[src/rtl/ddr_rx_test_sequencer.sv]
// DDR-input throughput test sequencer.
// Locks onto an incrementing rise/fall nibble pattern, then checks a
// fixed-length window of cycles and counts the cycles that break the pattern.
module ddr_rx_test_sequencer #(
  parameter int DW           = 4,
  parameter int CNT_W        = 16,
  parameter int LOCK_CYCLES  = 8,
  parameter int LOCK_TIMEOUT = 255
) (
  input  logic             clk,
  input  logic             rst_n,
  input  logic             ena,
  input  logic             start,
  input  logic             abort,
  input  logic [1:0]       len_sel,
  input  logic [DW-1:0]    rise_d,
  input  logic [DW-1:0]    fall_d,
  output logic             busy,
  output logic             done,
  output logic             locked,
  output logic             err_sat,
  output logic [CNT_W-1:0] err_count
);

  localparam int GR_W = $clog2(LOCK_CYCLES + 1);
  localparam int LT_W = $clog2(LOCK_TIMEOUT + 1);

  typedef enum logic [1:0] {
    IDLE = 2'd0,
    LOCK = 2'd1,
    RUN  = 2'd2,
    DONE = 2'd3
  } state_t;

  state_t          state;
  logic [DW-1:0]   last_fall;
  logic [GR_W-1:0] good_run;
  logic [LT_W-1:0] lock_cnt;
  logic [13:0]     cyc_cnt;
  logic [1:0]      len_r;

  logic [DW-1:0]    rise_exp;
  logic [DW-1:0]    fall_exp;
  logic             clean;
  logic [GR_W-1:0]  good_run_nxt;
  logic [LT_W-1:0]  lock_cnt_nxt;
  logic [13:0]      last_cyc;
  logic [CNT_W-1:0] err_inc;
  logic             err_at_max;

  // Pattern check and next-value helpers for the sequencer
  always_comb begin
    rise_exp     = last_fall + 1'b1;
    fall_exp     = rise_d + 1'b1;
    clean        = (fall_d == fall_exp) && (rise_d == rise_exp);
    good_run_nxt = clean ? good_run + 1'b1 : '0;
    lock_cnt_nxt = lock_cnt + 1'b1;
    err_at_max   = (err_count == '1);
    err_inc      = err_count + 1'b1;
    case (len_r)
      2'd0:    last_cyc = 14'd255;
      2'd1:    last_cyc = 14'd1023;
      2'd2:    last_cyc = 14'd4095;
      default: last_cyc = 14'd16383;
    endcase
  end

  // Main sequencer: state, counters and registered status outputs
  always_ff @(posedge clk or negedge rst_n) begin
    if (!rst_n) begin
      state     <= IDLE;
      last_fall <= '0;
      good_run  <= '0;
      lock_cnt  <= '0;
      cyc_cnt   <= '0;
      len_r     <= '0;
      busy      <= 1'b0;
      done      <= 1'b0;
      locked    <= 1'b0;
      err_sat   <= 1'b0;
      err_count <= '0;
    end else if (abort || !ena) begin
      state     <= IDLE;
      good_run  <= '0;
      lock_cnt  <= '0;
      cyc_cnt   <= '0;
      busy      <= 1'b0;
      done      <= 1'b0;
      locked    <= 1'b0;
      err_sat   <= 1'b0;
      err_count <= '0;
    end else begin
      case (state)
        IDLE, DONE: begin
          if (start) begin
            state     <= LOCK;
            last_fall <= fall_d;
            len_r     <= len_sel;
            good_run  <= '0;
            lock_cnt  <= '0;
            cyc_cnt   <= '0;
            busy      <= 1'b1;
            done      <= 1'b0;
            locked    <= 1'b0;
            err_sat   <= 1'b0;
            err_count <= '0;
          end
        end
        LOCK: begin
          last_fall <= fall_d;
          good_run  <= good_run_nxt;
          lock_cnt  <= lock_cnt_nxt;
          // Lock wins over a timeout landing on the same cycle
          if (good_run_nxt == GR_W'(LOCK_CYCLES)) begin
            state   <= RUN;
            locked  <= 1'b1;
            cyc_cnt <= '0;
          end else if (lock_cnt_nxt == LT_W'(LOCK_TIMEOUT)) begin
            state <= DONE;
            busy  <= 1'b0;
            done  <= 1'b1;
          end
        end
        RUN: begin
          last_fall <= fall_d;
          cyc_cnt   <= cyc_cnt + 1'b1;
          if (!clean) begin
            if (err_at_max) begin
              err_sat <= 1'b1;
            end else begin
              err_count <= err_inc;
              if (err_inc == '1) err_sat <= 1'b1;
            end
          end
          if (cyc_cnt == last_cyc) begin
            state <= DONE;
            busy  <= 1'b0;
            done  <= 1'b1;
          end
        end
        default: state <= IDLE;
      endcase
    end
  end

endmodule
[config.mk]
export PLATFORM = sky130hd
export DESIGN_NAME = ddr_rx_test_sequencer
export DESIGN_NICKNAME = d
export VERILOG_FILES = /design/src/rtl/ddr_rx_test_sequencer.sv
export SDC_FILE = /design/constraint.sdc
export NUM_CORES = 1
export LEC_CHECK = 0
export ABC_CLOCK_PERIOD_IN_PS = 2400
export CORE_MARGIN = 8
export CORE_UTILIZATION = 48
export DETAILED_ROUTE_END_ITERATION = 7
export PLACE_DENSITY = 0.8
export SYNTH_ARGS = -nofsm -noshare
export SYNTH_HDL_FRONTEND = slang
export SYNTH_SLANG_ARGS = --single-unit
export TNS_END_PERCENT = 10
[constraint.sdc]
create_clock -name clk -period 2.4 [get_ports clk]
set_clock_uncertainty 0.05 [all_clocks]
set_input_delay 0.48 -clock clk [delete_from_list [all_inputs] [get_ports clk]]
set_output_delay 0.48 -clock clk [all_outputs]
set_load 0.02 [all_outputs]
==> impl_metrics.ini, run 1 <==
[critical_path]
worst_path_largest_cell_delay_ns = 0.41
cp_common_cell = buf_6
crit_path_top_delay_cell = dfrtp_1
crit_chain = ha_2, xor2_2, or3_4, a2111oi_4, buf_4, nand4b_1, buf_6, buf_12, buf_6, or3_1, o211ai_1
critPathBufInv = 4
crit_type = reg2reg
r2r_setup_slack_ns = -0.15
end_kind = flip-flop
critical-path-top-delay-family = simple AND/OR/NAND/NOR gates
arrival_ns = 2.69
start_kind = flip-flop
cp_max_fo = 6
required_ns = 2.54

[finish]
n_fill_cell = 516
post-route-util = 0.647
area_delta_synth_final_pct = 30.8
nNetsFinal = 472
drive_above_1_share = 0.196
diodes = 0

[worst_hold_path]
hold_path_class = in2async

[run_status]
outcome = finished with violations
violations = negative setup slack

[routing]
drc = 0
wire_per_inst_um = 16.9
initialDrtViolationCount = 224
first_pass_iters = 5
vias = 3247
routed_via_density = 6.15
ant_nets = 0
wl_mm = 8.90

[sta]
finalCriticalPeriod_ns = 2.55
timing.fmax_mhz = 393
finalWorstSetupSlack_ns = -0.146
drv_slew = 0
hold_ws_ns = 0.0870
grt_setup_unrepaired = yes
fin_crit_sh = 1.06
worst-slew-pin-transition_ns = 0.432
tns_ns = -1.46
hold_viol_final = 0
slew_headroom = 0.705
finalSetupViolCount = 17

[clock_tree]
cts_tree = yes
clock-root-buffer = clkbuf_8
clk_latency_ns = 0.32
cts_buffers = 5
cts_max_level = 2
path_clk_slew_ns = 0.10
clk_path_buf_depth = 2
cts_sinks = 54

[global_route]
grt_pass1_wl_mm = 14.2
grt_overflow = 0
antenna_found_initial = 0
grt_pass1_vias = 3100
grt_start_max_net_pins = 55
grt_usage = 0.170

[pwr]
power_frac_seq = 0.457
swShare = 0.256
p_per_area_nw_per_um2 = 490
intPower_mw = 1.59
p_leak_nw = 1.84
vdd.ir_drop.worst_v = 0.000348
p_total_mw = 2.14
p_switching_mw = 0.548
clkPwrFrac = 0.356
pwr-share-comb = 0.187

[placed_design]
place.gp.congestion = 0.883
dp_slack_ns = -0.692
port_buffers = 34
dp_hpwl_mm = 5.82

[die]
core-area_um2 = 6760
pin_count = 35
fp.dieArea_um2 = 9890
initial_utilization = 0.495
core.rowCount = 30
die_w_um = 99.5
die_h_um = 99.5

[synthesis]
synth-seq-cells = 54
synthDistinctLibCells = 52
synthesis.area_um2 = 3340
synthArstFlopShare = 1.00
syn_nets = 403
syn_avg_cell_area_um2 = 8.84
ys_warn_count = 0
synth-edff-count = 0
synth_flop_cell = dfrtp_1
seq_area_frac_synth = 0.404
syn_inst = 378

[job]
maxCapViolations = 0
kinds of logic after synthesis:
logic type | after synthesis | share of synthesized area
compound gates | 99 | 0.205
mux | 11 | 0.0363
fa+ha+maj | 10 | 0.0374
xor+xnor | 12 | 0.0314
simple gates | 163 | 0.249
flops | 54 | 0.404
buf+inv | 29 | 0.0367
worst paths after layout:
| check | startpoint | to | depth (start not counted) |
|---|---|---|---|
| worst max register to register | last_fall[1]$_DFFE_PN0P_ | err_count[13]$_DFFE_PN0P_ | 11 |
| max in group asynchronous | rst_n | len_r[1]$_DFFE_PN0P_ | 2 |
| worst min-delay path | rst_n | cyc_cnt[9]$_DFFE_PN0P_ | 2 |
| worst min register to register | lock_cnt[6]$_DFFE_PN0P_ | lock_cnt[6]$_DFFE_PN0P_ | 1 |
| worst max-delay path | last_fall[1]$_DFFE_PN0P_ | err_count[13]$_DFFE_PN0P_ | 11 |
| min in group clk | lock_cnt[6]$_DFFE_PN0P_ | lock_cnt[6]$_DFFE_PN0P_ | 1 |
per-layer routing:
| layer | up-vias | global-route usage | share of wire |
|---|---|---|---|
| li1 | 1524 | - | - |
| met1 | 1586 | 0.207 | 0.42 |
| met2 | 117 | 0.289 | 0.51 |
| met3 | 20 | 0.0321 | 0.046 |
| met4 | 0 | 0.0698 | 0.022 |
| met5 | - | 0 | 0 |
state kept, by name, indices dropped and copies added (netlist names):
register   cells
err_count     16
cyc_cnt       14
lock_cnt       8
good_run       4
last_fall      4
len_r          2
state          2
busy           1
done           1
err_sat        1
locked         1
power groups by stage:
stage          logic, mW  clock network, mW  registers [mW]
2_1_floorplan      0.205                  0           0.994
3_3_place_gp       0.348                  0           0.991
3_5_place_dp       0.362                  0           0.994
4_1_cts            0.383              0.765           0.976
5_1_grt            0.436              0.802           0.982
6_report           0.401              0.762           0.978
cells in the mapped netlist (all sizes together), types with 4 or more instances:
cell	n	area (um2)
buf	6	36.3
nand3	20	100
nand2b	6	37.5
or3	11	78.8
mux2	9	101
nand4	7	43.8
o21ai	25	125
o211ai	7	52.6
xnor2	5	43.8
and2	4	25.0
a21o	7	52.6
inv	13	48.8
o31ai	19	143
a21oi	12	63.8
o22ai	5	31.3
dfrtp	54	1350
ha	10	125
xor2	7	61.3
nand2	50	188
nor3b	8	60.1
nor2	28	105
and3	7	43.8
clkbuf	10	37.5
nor3	8	40.0
o21bai	5	37.5
area by class of cell:
class	instances	area (um2)	area share
multi-input combinational	296	1990	0.454
tap	80	100	0.0229
inverter	13	48.8	0.0112
clock buffer	6	82.6	0.0189
sequential	54	1350	0.309
clock inverter	2	60.1	0.0137
timing repair buffer	77	743	0.170
repair_timing:
item,in CTS,in global routing
hold buffers,0,0
pin swaps,14,8
endpoints found under the setup margin,39,34
buffers inserted,2,3
gates resized for setup,20,15
endpoints found under the hold margin,0,0
gates cloned,3,1
worst register-to-register path, stage by stage, from the launching register on:
cell and delay (ns):
dfrtp_1 0.41, ha_2 0.19, xor2_2 0.15, or3_4 0.38
a2111oi_4 0.34, buf_4 0.20, nand4b_1 0.13, buf_6 0.14
buf_12 0.13, buf_6 0.10, or3_1 0.11, o211ai_1 0.10
through the flow:
stage                     cells  cell area [um2]
after CTS                   524             4260
final                       528             4370
after detailed placement    511             4010
after global placement      511             4010
after floorplan             378             3380
after global routing        528             4370
placed cells by master, fill, tap and decap left out, types with 6 or more instances in the layout:
master and instances:
a21oi_1 10, nand4_1 7, ha_1 7, o211ai_1 7
nor3b_1 7, nand2b_1 6, o31ai_1 14, o21ai_0 22
nor3_1 7, nor2_1 28, nand2_1 50, a21o_1 7
mux2_2 9, and3_1 7, or3_1 9, nand3_1 20
clkbuf_8 6, dfrtp_1 54, clkdlybuf4s50_1 29, buf_6 6
buf_4 33, inv_1 13, xor2_1 6
Note: power is estimated with default switching activity, not from simulation.
==> run 2, diff against run 1 <==
- ABC_CLOCK_PERIOD_IN_PS: 2400 -> 2800
- CORE_MARGIN: 8 -> default
- PLACE_DENSITY: 0.8 -> 0.77
- clock period: 2.4 -> 2.8 ns (I/O delays scaled with it)
==> run 2 against run 1 <==
Net effect: clock power is 29% lower; power decreased by 22%; largest cell class unchanged; utilization shrank 3.9 points; setup slack better by 0.25 ns; cell count down 2.7%; sequential share of layout area is 2.0 points higher; die area is 26% lower; clock-buffer cell count fell by 1; first-iteration DRC count shrank 41%; the flow now finishes without violations.
==> impl_metrics.ini, run 2 (synthesis results as in run 1) <==
[sta]
timing.fmax_mhz = 371
worst-slew-pin-transition_ns = 0.437
finalCriticalPeriod_ns = 2.70
drv_slew = 0
hold_viol_final = 0
slew_headroom = 0.707
finalSetupViolCount = 0
grt_setup_unrepaired = no
fin_crit_sh = 0.963
tns_ns = 0

[finish]
final_cell_mix = dfrtp_1, nand2_1, clkdlybuf4s50_1
top_regs = err_count x16, cyc_cnt x14, lock_cnt x8
multi_input_area_um2 = 1890
area_delta_synth_final_pct = 22.8
diodes = 0
nNetsFinal = 458
largest_reg_flops = 16
final_cells = 514
design_area_um2 = 4110
regMostFlops = err_count
drive_above_1_share = 0.136
final_common_cell = dfrtp_1
n_fill_cell = 581
seqCellArea_um2 = 1350

[routing]
first_pass_iters = 4
wl_mm = 7.45
routed_via_density = 5.86
drc = 0
initialDrtViolationCount = 133
wire_per_inst_um = 14.5
ant_nets = 0
vias = 3012

[die]
initial_utilization = 0.495
core-area_um2 = 6760
die_w_um = 85.5
core.rowCount = 30
fp.dieArea_um2 = 7300
pin_count = 35
die_h_um = 85.5

[clock_tree]
path_clk_slew_ns = 0.10
clk_path_buf_depth = 2
cts_buffers = 5
cts_tree = yes
cts_max_level = 2
clk_latency_ns = 0.31
cts_sinks = 54
clock-root-buffer = clkbuf_8

[critical_path]
cp_common_cell = or3_4
path_depth = 8
worst_path_largest_cell_delay_ns = 0.46
r2r_cells = 8
start_kind = input pin
crit_type = in2reg
arrival_ns = 2.88
end_kind = flip-flop
cp_max_fo = 7
crit_chain = clkdlybuf4s50_1, xor2_1, or3_4, a2111oi_4, a21oi_2, or3_4, buf_6, o31ai_2
critPathBufInv = 2
critical-path-top-delay-family = simple AND/OR/NAND/NOR gates
crit_path_top_delay_cell = clkdlybuf4s50_1
required_ns = 2.98

[worst_hold_path]
hold_path_class = in2async

[job]
maxCapViolations = 0

[global_route]
grt_overflow = 0
grt_pass1_wl_mm = 13.0
grt_pass1_vias = 2902
grt_start_max_net_pins = 35
grt_usage = 0.220
antenna_found_initial = 0

[pwr]
p_leak_nw = 1.75
vdd.ir_drop.worst_v = 0.000236
p_per_area_nw_per_um2 = 405

[placed_design]
dp.cells = 502
dp_hpwl_mm = 5.30
port_buffers = 34
place_area_um2 = 3940
place.gp.congestion = 0.842

[run_status]
outcome = complete, no violations
[run 2: final cells by class]
type / instances / share of cell area
multi-input cells: 295 / 0.461
flip-flops and latches: 54 / 0.329
repair buffers: 64 / 0.146
well taps: 80 / 0.0244
clock buffers: 5 / 0.0168
inverters: 13 / 0.0119
clock inverters: 3 / 0.0107
[run 2: stage by stage]
stage | power [mW] | worst slack, ns | hold WS, ns | utilization
global route | 1.74 | 0.0175 | 0.170 | 0.608
global placement | 1.13 | -0.428 | 0.443 | 0.583
CTS | 1.68 | 0.106 | 0.167 | 0.606
detailed placement | 1.14 | -0.486 | 0.457 | 0.583
finish | 1.66 | 0.103 | 0.158 | 0.608
floorplan | 1.02 | 0.0435 | 0.214 | -
[run 2: metal layers]
layer  routed length (um)  vias to the layer above  GRT usage
met3                  244                        9     0.0370
met4                   96                        0     0.0636
met5                    0                        -          0
li1                     -                     1491          -
met1                 3380                     1459      0.279
met2                 3720                       53      0.385
[run 2: repair_timing]
item	CTS	global route
hold buffers	0	0
setup buffers	4	0
resized for setup	7	2
endpoints found under the setup margin	15	2
cloned	0	0
pin swaps	3	0
[run 2: path summary, 6_finish.rpt]
| kind | from | to | slack [ns] |
|---|---|---|---|
| min | rst_n | cyc_cnt[12]$_DFFE_PN0P_ | 0.16 |
| min in group clk | cyc_cnt[4]$_DFFE_PN0P_ | cyc_cnt[4]$_DFFE_PN0P_ | 0.47 |
| max reg2reg | last_fall[0]$_DFFE_PN0P_ | cyc_cnt[6]$_DFFE_PN0P_ | 0.22 |
| max in group asynchronous | rst_n | good_run[2]$_DFFE_PN0P_ | 2.16 |
| max | fall_d[2] | cyc_cnt[6]$_DFFE_PN0P_ | 0.10 |
| min reg2reg | cyc_cnt[4]$_DFFE_PN0P_ | cyc_cnt[4]$_DFFE_PN0P_ | 0.47 |
[run 2: worst reg2reg max path: stages (launching register included)]
cell and delay, ns:
dfrtp_1 0.43, ha_1 0.22, xor2_1 0.17, or3_4 0.34, a2111oi_4 0.41, a21oi_2 0.12
or3_4 0.44, buf_6 0.16, o31ai_2 0.18
[run 2: power breakdown]
part	switching [mW]	internal, mW	leakage, nW
logic	0.145	0.140	0.951
registers	0.0283	0.811	0.739
clock network	0.272	0.269	0.0585
==> run 3, diff against run 2 <==
- ABC_CLOCK_PERIOD_IN_PS: 2800 -> 3400
- clock period: 2.8 -> 3.4 ns (I/O delays scaled with it)
==> run 3 against run 2 <==
Net effect: utilization shrank 2.6 points; non-clock buffer count fell by 15; die area stayed put; highest routed layer unchanged; clock-buffer cell count grew 1; first-iteration DRC count is 5.3% higher; critical path type unchanged; sequential share of layout area up 1.5 points; global-route usage is 0.47 points lower.
==> impl_metrics.ini, run 3 (synthesis results as in run 1) <==
[run_status]
outcome = complete, no violations

[finish]
nNetsFinal = 443
regMostFlops = err_count
diodes = 0
largest_reg_flops = 16
final_common_cell = dfrtp_1
n_fill_cell = 608
drive_above_1_share = 0.0907
area_delta_synth_final_pct = 17.6
top_regs = err_count x16, cyc_cnt x14, lock_cnt x8
final_cell_mix = dfrtp_1, nand2_1, clkdlybuf4s50_1

[die]
pin_count = 35
die_w_um = 85.5
core.rowCount = 30
die_h_um = 85.5
initial_utilization = 0.495
fp.dieArea_um2 = 7300
core-area_um2 = 6760

[pwr]
pwr-share-comb = 0.172
p_total_mw = 1.28
p_leak_nw = 1.65
clkPwrFrac = 0.286
intPower_mw = 0.921
vdd.ir_drop.worst_v = 0.000190
p_switching_mw = 0.354
power_frac_seq = 0.543
swShare = 0.278
p_per_area_nw_per_um2 = 324

[clock_tree]
cts_buffers = 5
cts_setup_buffers = 0
cts_hold_repair.buffers = 0
cts_resized = 0
clk_path_buf_depth = 2
clk_latency_ns = 0.31
cts_max_level = 2
path_clk_slew_ns = 0.10
cts_sinks = 54
cts_tree = yes
clock-root-buffer = clkbuf_8

[sta]
worst-slew-pin-transition_ns = 1.07
finalCriticalPeriod_ns = 3.05
hold_viol_final = 0
fin_crit_sh = 0.898
slew_headroom = 0.286
drv_slew = 0
hold_ws_ns = 0.467
grt_setup_unrepaired = no
tns_ns = 0
timing.fmax_mhz = 327
finalSetupViolCount = 0

[placed_design]
dp_hpwl_mm = 5.14
place.gp.congestion = 0.840
port_buffers = 34

[routing]
wire_per_inst_um = 14.5
met2_length_mm = 3.60
routed_via_density = 5.95
drc = 0
first_pass_iters = 4
wl_met3_um = 197
ant_nets = 0
wl_met1_mm = 3.40
initialDrtViolationCount = 140
routed.top_layer = met4
vias = 2970
wl_mm = 7.26

[critical_path]
r2r_setup_slack_ns = 0.75
crit_type = in2reg
arrival_ns = 3.22
start_kind = input pin
end_kind = flip-flop
cp_max_fo = 12
required_ns = 3.57

[global_route]
grt_pass1_vias = 2827
grt_start_max_net_pins = 48
grt_pass1_wl_mm = 12.7
antenna_found_initial = 0
grt_overflow = 0
grt_usage = 0.215

[worst_hold_path]
hold_path_class = reg2reg

[job]
maxCapViolations = 0
run 3: changes by cell type in the layout (fill, tap and decap cells not counted), moves of 2 or more:
| cell | delta |
|---|---|
| clkdlybuf4s50_1 | +2 |
| o31ai_2 | -3 |
| o31ai_1 | +3 |
| buf_4 | -13 |
| dlygate4sd2_1 | -2 |
run 3: final timing paths:
path | cells after the start | end | start
worst max-delay path | 8 | cyc_cnt[5]$_DFFE_PN0P_ | rise_d[0]
worst min-delay path | 2 | locked$_DFFE_PN0P_ | locked$_DFFE_PN0P_
worst max register to register | 7 | cyc_cnt[5]$_DFFE_PN0P_ | last_fall[0]$_DFFE_PN0P_
worst min register to register | 2 | locked$_DFFE_PN0P_ | locked$_DFFE_PN0P_
max in group asynchronous | 2 | err_count[13]$_DFFE_PN0P_ | rst_n
min in group asynchronous | 1 | cyc_cnt[9]$_DFFE_PN0P_ | rst_n
run 3: stage by stage:
| stage | area (um2) | instances | setup WS [ns] | utilization |
|---|---|---|---|---|
| floorplan | 3340 | 378 | 0.523 | - |
| global placement | 3840 | 491 | 0.0513 | 0.569 |
| detailed placement | 3840 | 491 | 0.00481 | 0.569 |
| CTS | 3930 | 499 | 0.339 | 0.582 |
| global route | 3930 | 499 | 0.199 | 0.582 |
| finish | 3930 | 499 | 0.346 | 0.582 |
run 3: routing by layer:
layer  vias to the layer above  GRT usage
li1                       1465          -
met1                      1449      0.278
met2                        51      0.380
met3                         5     0.0331
met4                         0     0.0500
met5                         -          0
run 3: power by group through the flow:
stage,clock network (mW),registers (mW),logic (mW)
6_report,0.364,0.692,0.219
5_1_grt,0.405,0.696,0.244
4_1_cts,0.378,0.692,0.222
3_5_place_dp,0,0.705,0.220
3_3_place_gp,0,0.702,0.216
2_1_floorplan,0,0.702,0.141
run 3: critical path, stage by stage:
cell,delay (ns)
clkdlybuf4s50_1,0.43
ha_1,0.21
xor2_1,0.17
or3_4,0.38
a2111oi_4,0.47
a21oi_2,0.13
or3_4,0.43
o41ai_1,0.31
run 3: area by class of cell:
class                   count  area [um2]  share of cell area
clock inverters             2        16.3             0.00414
well taps                  80         100              0.0255
inverters                  13        48.8              0.0124
multi-input cells         295        1870               0.475
flip-flops and latches     54        1350               0.344
repair buffers             49         473               0.120
clock buffers               6        72.6              0.0185
